## src/rtl/mic_pdm_rx.sv

```systemverilog
// mic_pdm_rx: PDM microphone receiver, M_CLK generation plus ones-count decimation to 8-bit samples
//   Optional feature macro: MIC_PDM_SYNC_EN (2-flop synchronizer on M_DATA)
//   clk     : system clock
//   rst_n   : asynchronous active-low reset
//   M_DATA  : PDM bit stream from the microphone
//   M_CLK   : microphone bit clock, 2*HALF_PERIOD clk periods
//   M_LRSEL : channel select, tied 0 (data valid while M_CLK is high)
//   value   : last decimated unsigned sample
//   valid   : one-cycle pulse when value updates
module mic_pdm_rx #(
    parameter int HALF_PERIOD = 25,
    parameter int WINDOW_LOG2 = 8
) (
    input  logic       clk,
    input  logic       rst_n,
    input  logic       M_DATA,
    output logic       M_CLK,
    output logic       M_LRSEL,
    output logic [7:0] value,
    output logic       valid
);
    logic [7:0]             div;
    logic [WINDOW_LOG2:0]   ones;
    logic [WINDOW_LOG2-1:0] nsamp;
    logic                   smp_bit;
    logic                   tc;
    logic                   samp;
    logic [WINDOW_LOG2:0]   total;
    logic [WINDOW_LOG2:0]   shifted;
    logic [7:0]             sat;

`ifdef MIC_PDM_SYNC_EN
    logic [1:0] sync_q;
    always_ff @(posedge clk or negedge rst_n) begin
        if (!rst_n) sync_q <= '0;
        else        sync_q <= {sync_q[0], M_DATA};
    end
    assign smp_bit = sync_q[1];
`else
    assign smp_bit = M_DATA;
`endif

    assign M_LRSEL = 1'b0;
    assign tc      = div == 8'(HALF_PERIOD - 1);
    // sampling on the edge that drives M_CLK low, i.e. while it is still high
    assign samp    = tc & M_CLK;
    assign total   = ones + {{WINDOW_LOG2{1'b0}}, smp_bit};
    assign shifted = total >> (WINDOW_LOG2 - 8);
    // only an all-ones window can reach 256 after the shift
    assign sat     = shifted > (WINDOW_LOG2+1)'(255) ? 8'hFF : shifted[7:0];

    always_ff @(posedge clk or negedge rst_n) begin
        if (!rst_n) begin
            div   <= '0;
            M_CLK <= 1'b0;
            ones  <= '0;
            nsamp <= '0;
            value <= '0;
            valid <= 1'b0;
        end else begin
            valid <= 1'b0;
            div   <= tc ? '0 : div + 8'd1;
            if (tc) M_CLK <= ~M_CLK;
            if (samp) begin
                nsamp <= nsamp + WINDOW_LOG2'(1);
                if (&nsamp) begin
                    ones  <= '0;
                    value <= sat;
                    valid <= 1'b1;
                end else begin
                    ones  <= total;
                end
            end
        end
    end
endmodule

```

## config.mk

```make
export PLATFORM = sky130hd
export DESIGN_NAME = mic_pdm_rx
export DESIGN_NICKNAME = d
export VERILOG_FILES = /design/src/rtl/mic_pdm_rx.sv
export SDC_FILE = /design/constraint.sdc
export NUM_CORES = 1
export LEC_CHECK = 0
export ABC_CLOCK_PERIOD_IN_PS = 2000
export BUFFER_PORTS_ARGS = -buffer_cell sky130_fd_sc_hd__buf_2
export CAP_MARGIN = 20
export CORE_MARGIN = 5
export CORE_UTILIZATION = 58
export DETAILED_ROUTE_END_ITERATION = 10
export GPL_TIMING_DRIVEN = 0
export PLACE_DENSITY = 0.78
export SLEW_MARGIN = 15
export SYNTH_ARGS = -nofsm -noshare
export SYNTH_HDL_FRONTEND = slang
export SYNTH_SLANG_ARGS = --single-unit
```

## constraint.sdc

```tcl
create_clock -name clk -period 2 [get_ports clk]
set_input_delay 0.1 -clock clk [delete_from_list [all_inputs] [get_ports clk]]
set_output_delay 0.1 -clock clk [all_outputs]
set_load 0.01 [all_outputs]
```

==> results of run 1 <==
[cell usage in the layout, fill, tap and decap left out, types with 3 or more instances in the layout]
| cell type | instances |
|---|---|
| buf_6 | 3 |
| nand3_1 | 9 |
| nor2_1 | 16 |
| nand3b_1 | 4 |
| o21ai_1 | 3 |
| buf_2 | 13 |
| ha_1 | 4 |
| nand2_1 | 16 |
| xnor2_1 | 14 |
| xor2_1 | 6 |
| inv_1 | 6 |
| clkbuf_4 | 5 |
| and3_1 | 3 |
| and4_1 | 3 |
| dfrtp_1 | 35 |
| nand4_1 | 4 |
| a31oi_1 | 16 |
[critical path: stages (launching register included)]
cell,delay [ns]
dfrtp_1,0.37
ha_1,0.24
ha_4,0.18
and4_1,0.28
nand4_1,0.24
xor2_4,0.35
a31oi_1,0.14
[cell type report]
type / instances / area, um^2
clock buffer: 7 / 45.04
sequential: 35 / 875.8
multi-input combinational: 114 / 777.0
timing repair buffer: 13 / 70.07
inverter: 6 / 22.52
buffer: 7 / 76.32
tap: 31 / 38.79
clock inverter: 1 / 5.005
fill: 219 / 894.6
[state kept, by name, summed over array words and instances, names as in the netlist]
| signal | count |
|---|---|
| nsamp | 8 |
| valid | 1 |
| div | 8 |
| value | 8 |
| ones | 9 |
| M_CLK | 1 |
[layer usage]
layer	wire length [um]	track usage, %	vias to the layer above
li1	-	-	601
met1	1264	18.68	626
met2	1745	31.96	35
met3	137	4.836	8
met4	64	7.916	0
met5	0	0	-
[cell families after synthesis]
| kind of cell | Yosys count |
|---|---|
| simple gates | 63 |
| xor+xnor | 21 |
| flops | 35 |
| fa+ha+maj | 5 |
| other cells | 1 |
| buf+inv | 13 |
| compound gates | 24 |
[Yosys cell counts]
cell and count:
a21oi_1 1, and3_1 3, and4_1 3, xor2_1 7
nor2b_1 1, nor4b_4 1, and4b_1 1, nand3_1 9
o21ai_1 3, a31oi_2 1, and2_1 2, a31oi_1 16
nor4b_2 1, dfrtp_1 35, xnor2_1 14, nor3_1 1
o311ai_0 1, o21ai_0 2, buf_6 3, ha_1 5
nand4_1 4, conb_1 1, buf_4 1, buf_8 2
buf_2 1, nand2_1 16, inv_1 6, nor2_1 16
nand3b_1 4, nor2_2 1
[per-stage QoR]
| step | area [um^2] | hold slack [ns] | setup slack [ns] |
|---|---|---|---|
| final | 1911 | 0.1798 | 0.08520 |
| after global routing | 1911 | 0.1942 | -0.01678 |
| after CTS | 1887 | 0.1599 | 0.09629 |
| after detailed placement | 1819 | 0.2128 | -0.04757 |
| after global placement | 1819 | 0.2051 | 0.03006 |
| after floorplan | 1720 | -0.1956 | 0.2189 |
[power by group through the flow]
stage	Sequential [W]	Combinational [W]	Clock [W]
after global placement	0.000721	0.0000270	0
after global routing	0.000708	0.0000365	0.000411
after CTS	0.000708	0.0000296	0.000369
after floorplan	0.000722	0.0000104	0
final	0.000708	0.0000308	0.000359
after detailed placement	0.000721	0.0000280	0
[how the worst max path moves through the flow]
stage / cells after the start / startpoint / endpoint
4_1_cts: 6 / ones[0] / value[2]
2_1_floorplan: 6 / ones[0] / value[2]
6_report: 6 / ones[0] / value[3]
5_1_grt: 6 / ones[0] / value[3]
3_3_place_gp: 6 / ones[0] / value[7]
3_5_place_dp: 6 / ones[0] / value[2]
[what timing repair did]
item	4_1_cts	5_1_grt
gates resized for setup	1	3
pin swaps	0	1
gates cloned	0	0
setup endpoints to repair	8	8
hold buffers	1	0
endpoints found under the hold margin	35	0
==> key figures, run 1 <==
Synthesis
  • Syn Std Cell Area: 1720 um^2
  • Mux cell area share after synthesis: 0%
  • Post-Synth Adder-Cell Area: between 3 and 4%
  • Compound-Gate Fraction of Synth Area: 8.800%
  • Main combinational cell family by area after synthesis: simple AND/OR/NAND/NOR gates
  • Unique masters post-synth: 30
  • Mapped Cells: around 160
  • Top post-synthesis cells by area: dfrtp_1 (51%), xnor2_1 (7.1%), a31oi_1 (5.8%), ha_1 (3.6%), xor2_1 (3.6%)
  • Yosys reg bits: 35
  • Post-Synth Simple-Gate Area: about a fifth
  • Area leader, netlist: dfrtp_1
  • Mapped Nets: 170
  • Synthesis Warnings: 0
  • Synth top area share: 50.91%
  • XOR/XNOR Fraction of Synth Area: between 10% and 20%
  • Sequential share of the synthesized area: between 50% and 60%
  • Average cell area after synthesis: 10.62 um^2

Cells and area
  • Final core occ: about two thirds
  • Area growth syn-to-layout: 11.05%
  • Non-filler cells, final: around 210
  • Share of cells above drive strength 1: 16.94%
  • Final #Nets: 190
  • Diodes inserted: 0

Detailed routing
  • Router iterations before antenna repair: 4
  • Vias/cell: between 5 and 6
  • Detailed Route Iter0 Violations: slightly above 90
  • Detail Route Antenna Nets: 0
  • DRC Markers: 0
  • Routed Wire Length: 3212 um
  • DR vias: ~1.3k
  • Routed WL per cell: around 15 um

Worst hold path
  • WHS Endpoint: ones[0]
  • HP Class: primary input to register
  • WHS Path Cells: 4
  • Hold path startpoint: M_DATA

Clock tree
  • Clock-pin transition on the worst setup and hold timing paths: ~0.10 ns
  • Setup repair bufs after CTS: 0
  • Max clock buf depth: 2
  • Root Buffer: clkbuf_4
  • TritonCTS clock tree: yes
  • CTS H-tree lvls: 2
  • CTS buffer count: 5
  • Clock sink count: 35
  • Worst skew pair latency: approximately 0.33 ns

Placed design
  • Placed Cells: 205
  • Dpl hpwl: 2216 um
  • Port bufs: 12
  • RD Place Congestion: 0.7965

Global routing
  • GRT Util Overall: 17.47%
  • Largest net degree at the start of global routing: 36
  • Initial antenna violation count: 0
  • Vias in the first global route: roughly 1.4k
  • First-pass GRT wire length: ~5700 um
  • Total gr overflow: 0

Timing
  • Worst-Margin Slew: between 0.7 and 0.8 ns
  • Total negative slack: 0 ns
  • Rel. slew slack: about half
  • Tcrit/Tclk final: ~96%
  • Slew Viols, Final: 0
  • Hold Fails Final Rpt: 0
  • Max Clk Rate: between 0.5 and 0.6 GHz
  • Post-route minimum period: 1.915 ns
  • Clk_skew: about 0.0095 ns
  • Final setup fails: 0

Setup path
  • Cells on worst reg2reg path: 6
  • R2r setup slk: approximately 0.085 ns
  • CP endpoint kind: register
  • Crit path DAT: around 2.1 ns
  • CP Data Required Time: around 2.2 ns
  • Reg-to-Reg Start: ones[0]
  • Crit Path Class: register to register
  • CP startpoint kind: register
  • Critical R2R Capture: value[3]
  • Worst-path maximum fanout: 8

Floorplan
  • # rows: 19
  • Ports: 14
  • Chip height: between 60 and 70 um
  • Core footprint: 2805 um^2
  • Die Width: roughly 64 um
  • Initial Util: around 60%
  • Die ar.: roughly 4200 um^2

Power
  • Switching Power: about 0.00024 W
  • Static leakage: approximately 0.86 nW
  • Clk pwr share: 32.7%
  • Sequential power share: approximately 65%
  • Maximum vdd ir drop: 299.6 uV
  • Gate power share: under 10%
  • Internal: approximately 0.00085 W
  • Switch share: between 20% and 30%
  • Power Total: ~0.0011 W
  • Pwr/cell area: between 500 and 600 nW/um^2

Status
  • Run status: finished clean

Run
  • Max Cap Viol: 0
Note: power is estimated with default switching activity, not from simulation.
==> run 2: changes to the inputs <==
Settings changed: CORE_MARGIN 5 to not set.
==> run 2 against run 1 <==
Net effect: worst setup slack better by 0.018 ns; critical endpoint is now value[4]; register-to-register slack better by 0.02 ns; clock power up 1%; combinational power down 8.8%; flip-flop and latch count unchanged; highest routed layer unchanged; largest power group unchanged; largest cell class unchanged; worst hold slack worse by 0.039 ns; design area down 1.2%; sequential share of layout area up 0.58 points; utilization down 0.27 points; via count down 2.5%; wire length down 9.5%.
==> key figures, run 2 (synthesis gave the netlist of run 1 again) <==
Floorplan
  • Chip height: 56.46 um (-12%)
  • Core footprint: 2781 um^2 (-0.85%)
  • Initial Util: 61.85% (+0.52 points)
  • Ports: 14 (unchanged)
  • # rows: 19 (unchanged)
  • Die ar.: 3188 um^2 (-23%)
  • Die Width: 56.46 um (-12%)

Setup path
  • Most common cell on crit path: ha_1
  • Critical-path cell with the highest stage delay: dfrtp_1
  • Cell chain of the critical path: ha_1 -> ha_1 -> and4_1 -> nand4_1 -> xor2_2 -> a31oi_1
  • R2r setup slk: 0.10 ns (+0.02 ns)
  • Critical R2R Capture: value[4]
  • Worst-path maximum fanout: 8 (unchanged)
  • CP Data Required Time: 2.21 ns (about the same)
  • Cells on worst reg2reg path: 6 (unchanged)
  • CP endpoint kind: register
  • Reg-to-Reg Start: ones[0]
  • CP top delay family: adder cells
  • Crit Path Class: register to register
  • CP startpoint kind: register
  • CP bufs+invs: 0 (unchanged)
  • Crit path DAT: 2.10 ns (-0.02 ns)
  • Max stage delay on crit path: 0.36 ns (about the same)

Detailed routing
  • Highest Signal Layer: met4
  • Vias/cell: 5.785 (-2.5%)
  • Detailed Route Iter0 Violations: 54 (-41%)
  • DRC Markers: 0 (unchanged)
  • M1 WL: 1259 um (-0.40%)
  • Router iterations before antenna repair: 4 (unchanged)
  • Detail Route Antenna Nets: 0 (unchanged)
  • WL met3: 100 um (-27%)
  • DR vias: 1238 (-2.5%)
  • Routed WL per cell: 13.59 um (-9.5%)
  • Routed Wire Length: 2908 um (-9.5%)
  • DR WL met2: 1522 um (-13%)

Cells and area
  • Commonest non-fill, non-tap cell in the layout: dfrtp_1
  • Largest reg by FF count: ones
  • Diodes inserted: 0 (unchanged)
  • Non-filler cells, final: 214 (unchanged)
  • Number of fill cells: 219 (unchanged)
  • Final core occ: 67.84% (-0.27 points)
  • Most frequent cells in the layout: dfrtp_1 (35), nand2_1 (16), nor2_1 (16), a31oi_1 (16), xnor2_1 (14)
  • Multi-input combinational cell area: 753.2 um^2 (-3.1%)
  • Max FFs per register: 9 (unchanged)
  • Share of cells above drive strength 1: 16.39% (-0.55 points)
  • Final #Nets: 190 (unchanged)
  • Register area: 875.8 um^2 (unchanged)
  • Area growth syn-to-layout: 9.673%

Clock tree
  • Clock sink count: 35 (unchanged)
  • Clock-pin transition on the worst setup and hold timing paths: 0.11 ns (about the same)
  • Worst skew pair latency: 0.34 ns (about the same)
  • Root Buffer: clkbuf_4
  • Max clock buf depth: 2 (unchanged)
  • CTS H-tree lvls: 2 (unchanged)
  • TritonCTS clock tree: yes
  • Setup repair bufs after CTS: 0 (unchanged)
  • CTS buffer count: 5 (unchanged)

Status
  • Run status: finished clean

Global routing
  • Total gr overflow: 0 (unchanged)
  • GRT Util Overall: 21.70% (+4.2 points)
  • Vias in the first global route: 1235 (-8.9%)
  • Largest net degree at the start of global routing: 36 (unchanged)
  • Initial antenna violation count: 0 (unchanged)
  • First-pass GRT wire length: 5326 um (-6.8%)

Run
  • Max Cap Viol: 0 (unchanged)

Power
  • Maximum vdd ir drop: 556.2 uV (+86%)
  • Pwr/cell area: 582.7 nW/um^2 (+1.4%)
  • Static leakage: 0.8533 nW (-0.21%)

Worst hold path
  • WHS Endpoint: value[0]
  • HP Class: primary input to register
  • Hold path startpoint: M_DATA
  • WHS Path Cells: 4 (unchanged)

Timing
  • Max Clk Rate: 0.5273 GHz (+0.96%)
  • Tcrit/Tclk final: 94.83% (-0.91 points)
  • Worst-Margin Slew: 0.7503 ns (-0.007762 ns)
  • Post-route minimum period: 1.897 ns (-0.01829 ns)
  • Total negative slack: 0 ns (unchanged)
  • Rel. slew slack: 49.98% (+0.52 points)
  • Slew Viols, Final: 0 (unchanged)
  • Clk_skew: 0.01329 ns (+0.003796 ns)
  • Final setup fails: 0 (unchanged)
  • Hold Fails Final Rpt: 0 (unchanged)
  • RSZ-0062 raised after global routing: false

Placed design
  • Placed Cells: 205 (unchanged)
  • RD Place Congestion: 0.7551 (-5.2%)
  • Dpl hpwl: 2119 um (-4.4%)
  • Port bufs: 12 (unchanged)
==> run 2: cell counts in the layout (fill, tap and decap cells not counted) <==
Identical to the previous run, type by type.
==> run 2: cell type report <==
cell class / instances / area share, %
plain buffers: 7 / 4.045
clock inverters: 1 / 0.2653
clock buffers: 7 / 2.387
inverters: 6 / 1.194
flip-flops and latches: 35 / 46.42
multi-input cells: 114 / 39.92
well taps: 31 / 2.056
repair buffers: 13 / 3.714
==> run 2: per-stage QoR <==
| step | cell area [um^2] | setup slack (ns) | power, W | hold slack [ns] |
|---|---|---|---|---|
| after floorplan | 1720 | 0.2189 | 0.0007320 | -0.1956 |
| after global placement | 1819 | 0.02430 | 0.0007483 | 0.2002 |
| after detailed placement | 1819 | -0.07216 | 0.0007493 | 0.2130 |
| after CTS | 1887 | 0.1037 | 0.001118 | 0.1358 |
| after global routing | 1887 | 0.006211 | 0.001142 | 0.1594 |
| final | 1887 | 0.1035 | 0.001099 | 0.1410 |
==> run 2: repair_timing <==
item | CTS | global route
hold buffers | 1 | 0
hold endpoints to repair | 35 | 0
gates resized for setup | 1 | 0
setup endpoints to repair | 8 | 0
==> run 2: worst max-delay path by stage <==
stage | from | endpoint | slack [ns] | depth (start not counted)
2_1_floorplan | ones[0] | value[2] | 0.22 | 6
4_1_cts | ones[0] | value[2] | 0.10 | 6
6_report | ones[0] | value[4] | 0.10 | 6
5_1_grt | ones[0] | value[4] | 0.006 | 6
3_5_place_dp | ones[0] | value[2] | -0.07 | 6
3_3_place_gp | ones[0] | value[3] | 0.02 | 6
==> run 2: where the power goes <==
group	internal (W)	switching, W	leakage [nW]
sequential	0.000708	0	0.419
clock	0.000137	0.000227	0.0293
combinational	0.00000846	0.0000196	0.405
total	0.000853	0.000246	0.853
==> run 2: worst register-to-register path: stages, from the launching register on <==
cell	delay [ns]
dfrtp_1	0.36
ha_1	0.20
ha_1	0.26
and4_1	0.28
nand4_1	0.15
xor2_2	0.36
a31oi_1	0.15
==> run 2: per-layer routing <==
metal	track usage, %	up-vias
li1	-	603
met1	23.93	601
met2	38.82	30
met3	6.912	4
met4	7.666	0
met5	0	-
==> run 3: changes to the inputs <==
--- a/config.mk
+++ b/config.mk
@@ -7,8 +7,8 @@
 export LEC_CHECK = 0
 export ABC_CLOCK_PERIOD_IN_PS = 2000
-export BUFFER_PORTS_ARGS = -buffer_cell sky130_fd_sc_hd__buf_2
 export CAP_MARGIN = 20
-export CORE_UTILIZATION = 58
+export CORE_UTILIZATION = 62
 export DETAILED_ROUTE_END_ITERATION = 10
+export DONT_BUFFER_PORTS = 1
 export GPL_TIMING_DRIVEN = 0
 export PLACE_DENSITY = 0.78
==> constraint.sdc (replaced) <==
create_clock -name clk -period 2 [get_ports clk]
set_input_delay 0 -clock clk [delete_from_list [all_inputs] [get_ports clk]]
set_output_delay 0 -clock clk [all_outputs]
set_load 0.01 [all_outputs]
==> run 3 against run 2 <==
Net effect: combinational power up 28%; critical endpoint is now value[7]; highest routed layer unchanged; register-to-register slack worse by 0.07 ns; largest cell class unchanged; total power shrank 2.2%; maximum frequency is 3.4% lower.
==> key figures, run 3 (synthesis gave the netlist of run 1 again) <==
Detailed routing
  • DR vias: 1225 (-1.1%)
  • Routed Wire Length: 3039 um (+4.5%)
  • Vias/cell: 6.095 (+5.3%)
  • Detail Route Antenna Nets: 0 (unchanged)
  • DRC Markers: 0 (unchanged)
  • Router iterations before antenna repair: 4 (unchanged)
  • Routed WL per cell: 15.12 um (+11%)
  • Detailed Route Iter0 Violations: 35 (-35%)

Setup path
  • Worst setup endpoint: value[7]
  • Worst-path maximum fanout: 8 (unchanged)
  • Cell chain of the critical path: ha_1 -> ha_4 -> and4_4 -> nand4_1 -> xor2_4 -> a31oi_1
  • Crit Path Class: register to register
  • CP startpoint kind: register
  • CP Data Required Time: 2.20 ns (about the same)
  • R2r setup slk: 0.04 ns (-0.07 ns)
  • Critical-path cell with the highest stage delay: dfrtp_1
  • CP bufs+invs: 0 (unchanged)
  • Worst path depth: 6 (unchanged)
  • Worst setup startpoint: ones[0]
  • CP endpoint kind: register
  • CP top delay family: simple AND/OR/NAND/NOR gates
  • Critical R2R Capture: value[7]
  • Max stage delay on crit path: 0.40 ns (+0.04 ns)
  • Reg-to-Reg Start: ones[0]
  • Cells on worst reg2reg path: 6 (unchanged)
  • Crit path DAT: 2.16 ns (+0.06 ns)

Cells and area
  • Area growth syn-to-layout: 8.873%
  • Diodes inserted: 0 (unchanged)
  • Share of cells above drive strength 1: 11.70% (-4.7 points)
  • Most frequent cells in the layout: dfrtp_1 (35), nand2_1 (16), nor2_1 (16), a31oi_1 (16), xnor2_1 (14)
  • Final #Nets: 180 (-5.3%)
  • Number of fill cells: 195 (-11%)
  • Largest reg by FF count: ones
  • Max FFs per register: 9 (unchanged)
  • Register area: 875.8 um^2 (unchanged)
  • Commonest non-fill, non-tap cell in the layout: dfrtp_1
  • Multi-input combinational cell area: 779.5 um^2 (+3.5%)

Global routing
  • Initial antenna violation count: 0 (unchanged)
  • Vias in the first global route: 1220 (-1.2%)
  • Total gr overflow: 0 (unchanged)
  • First-pass GRT wire length: 5064 um (-4.9%)
  • Largest net degree at the start of global routing: 36 (unchanged)
  • GRT Util Overall: 24.62% (+2.9 points)

Power
  • Pwr/cell area: 573.8 nW/um^2 (-1.5%)
  • Static leakage: 0.8304 nW (-2.7%)
  • Maximum vdd ir drop: 458.5 uV (-18%)

Floorplan
  • Die ar.: 2989 um^2 (-6.2%)
  • Initial Util: 67.60% (+5.7 points)
  • Chip height: 54.68 um (-3.2%)
  • Core footprint: 2545 um^2 (-8.5%)
  • Die Width: 54.68 um (-3.2%)
  • # rows: 18 (-1)
  • Ports: 14 (unchanged)

Clock tree
  • Max clock buf depth: 2 (unchanged)
  • CTS H-tree lvls: 2 (unchanged)
  • Setup repair bufs after CTS: 0 (unchanged)
  • Root Buffer: clkbuf_4
  • CTS buffer count: 5 (unchanged)
  • Clock sink count: 35 (unchanged)
  • TritonCTS clock tree: yes
  • Clock-pin transition on the worst setup and hold timing paths: 0.09 ns (-0.02 ns)
  • Worst skew pair latency: 0.32 ns (-0.02 ns)

Timing
  • Max Clk Rate: 0.5093 GHz (-3.4%)
  • Tcrit/Tclk final: 98.17% (+3.3 points)
  • Slew Viols, Final: 0 (unchanged)
  • Hold WS: 0.1128 ns (-0.02819 ns)
  • Post-route minimum period: 1.963 ns (+0.06686 ns)
  • Total negative slack: 0 ns (unchanged)
  • Clk_skew: 0.005148 ns (-0.008143 ns)
  • Hold Fails Final Rpt: 0 (unchanged)
  • Final setup fails: 0 (unchanged)

Run
  • Max Cap Viol: 0 (unchanged)

Status
  • Run status: finished clean

Placed design
  • Dpl hpwl: 2127 um (+0.37%)
  • Port bufs: 0 (-12)
  • RD Place Congestion: 0.7978 (+5.7%)

Worst hold path
  • HP Class: primary input to asynchronous set/reset pin
[run 3: changes by cell type in the layout (fill, tap and decap cells not counted), sizes merged]
cell / before / now
buf: 19 / 8
clkbuf: 7 / 6
clkinv: 1 / 0
dlygate4sd3: 1 / 2
[run 3: timing repair]
action	4_1_cts	5_1_grt
pin swaps	0	1
gates cloned	0	0
hold endpoints to repair	36	0
endpoints found under the setup margin	7	8
hold buffers	3	0
gates resized for setup	1	4
[run 3: how the worst min path moves through the flow]
stage / depth (start not counted) / end
floorplan: 0 / M_CLK
global placement: 0 / value[2]
detailed placement: 0 / value[1]
CTS: 2 / nsamp[1]
global route: 2 / value[0]
finish: 2 / value[0]
[run 3: power breakdown]
part            total, W  internal (W)  switching [W]
logic          0.0000361     0.0000144      0.0000217
registers       0.000707      0.000707              0
clock network   0.000331      0.000125       0.000206
[run 3: layout make-up]
| class | instances | share of cell area [%] |
|---|---|---|
| Timing Repair Buffer | 3 | 2.138 |
| Clock buffer | 6 | 2.204 |
| Tap cell | 30 | 2.004 |
| Buffer | 7 | 4.075 |
| Multi-Input combinational cell | 114 | 41.62 |
| Sequential cell | 35 | 46.76 |
| Inverter | 6 | 1.202 |
[run 3: stage by stage]
stage | utilization [%] | area, um^2 | power [W] | worst slack (ns) | std cells
6_report | 73.60 | 1873 | 0.001075 | 0.03663 | 201
5_1_grt | 73.60 | 1873 | 0.001119 | -0.03865 | 201
4_1_cts | 72.57 | 1847 | 0.001081 | 0.1203 | 201
3_5_place_dp | 69.08 | 1758 | 0.0007342 | -0.06231 | 192
3_3_place_gp | 69.08 | 1758 | 0.0007333 | 0.04439 | 192
2_1_floorplan | - | 1720 | 0.0007320 | 0.2189 | 162
[run 3: layer usage]
metal  GRT usage, %  share of wire, %
met5              0                 0
met4          14.96               1.3
met3          7.778               3.3
met2          42.37                53
met1          25.80                43
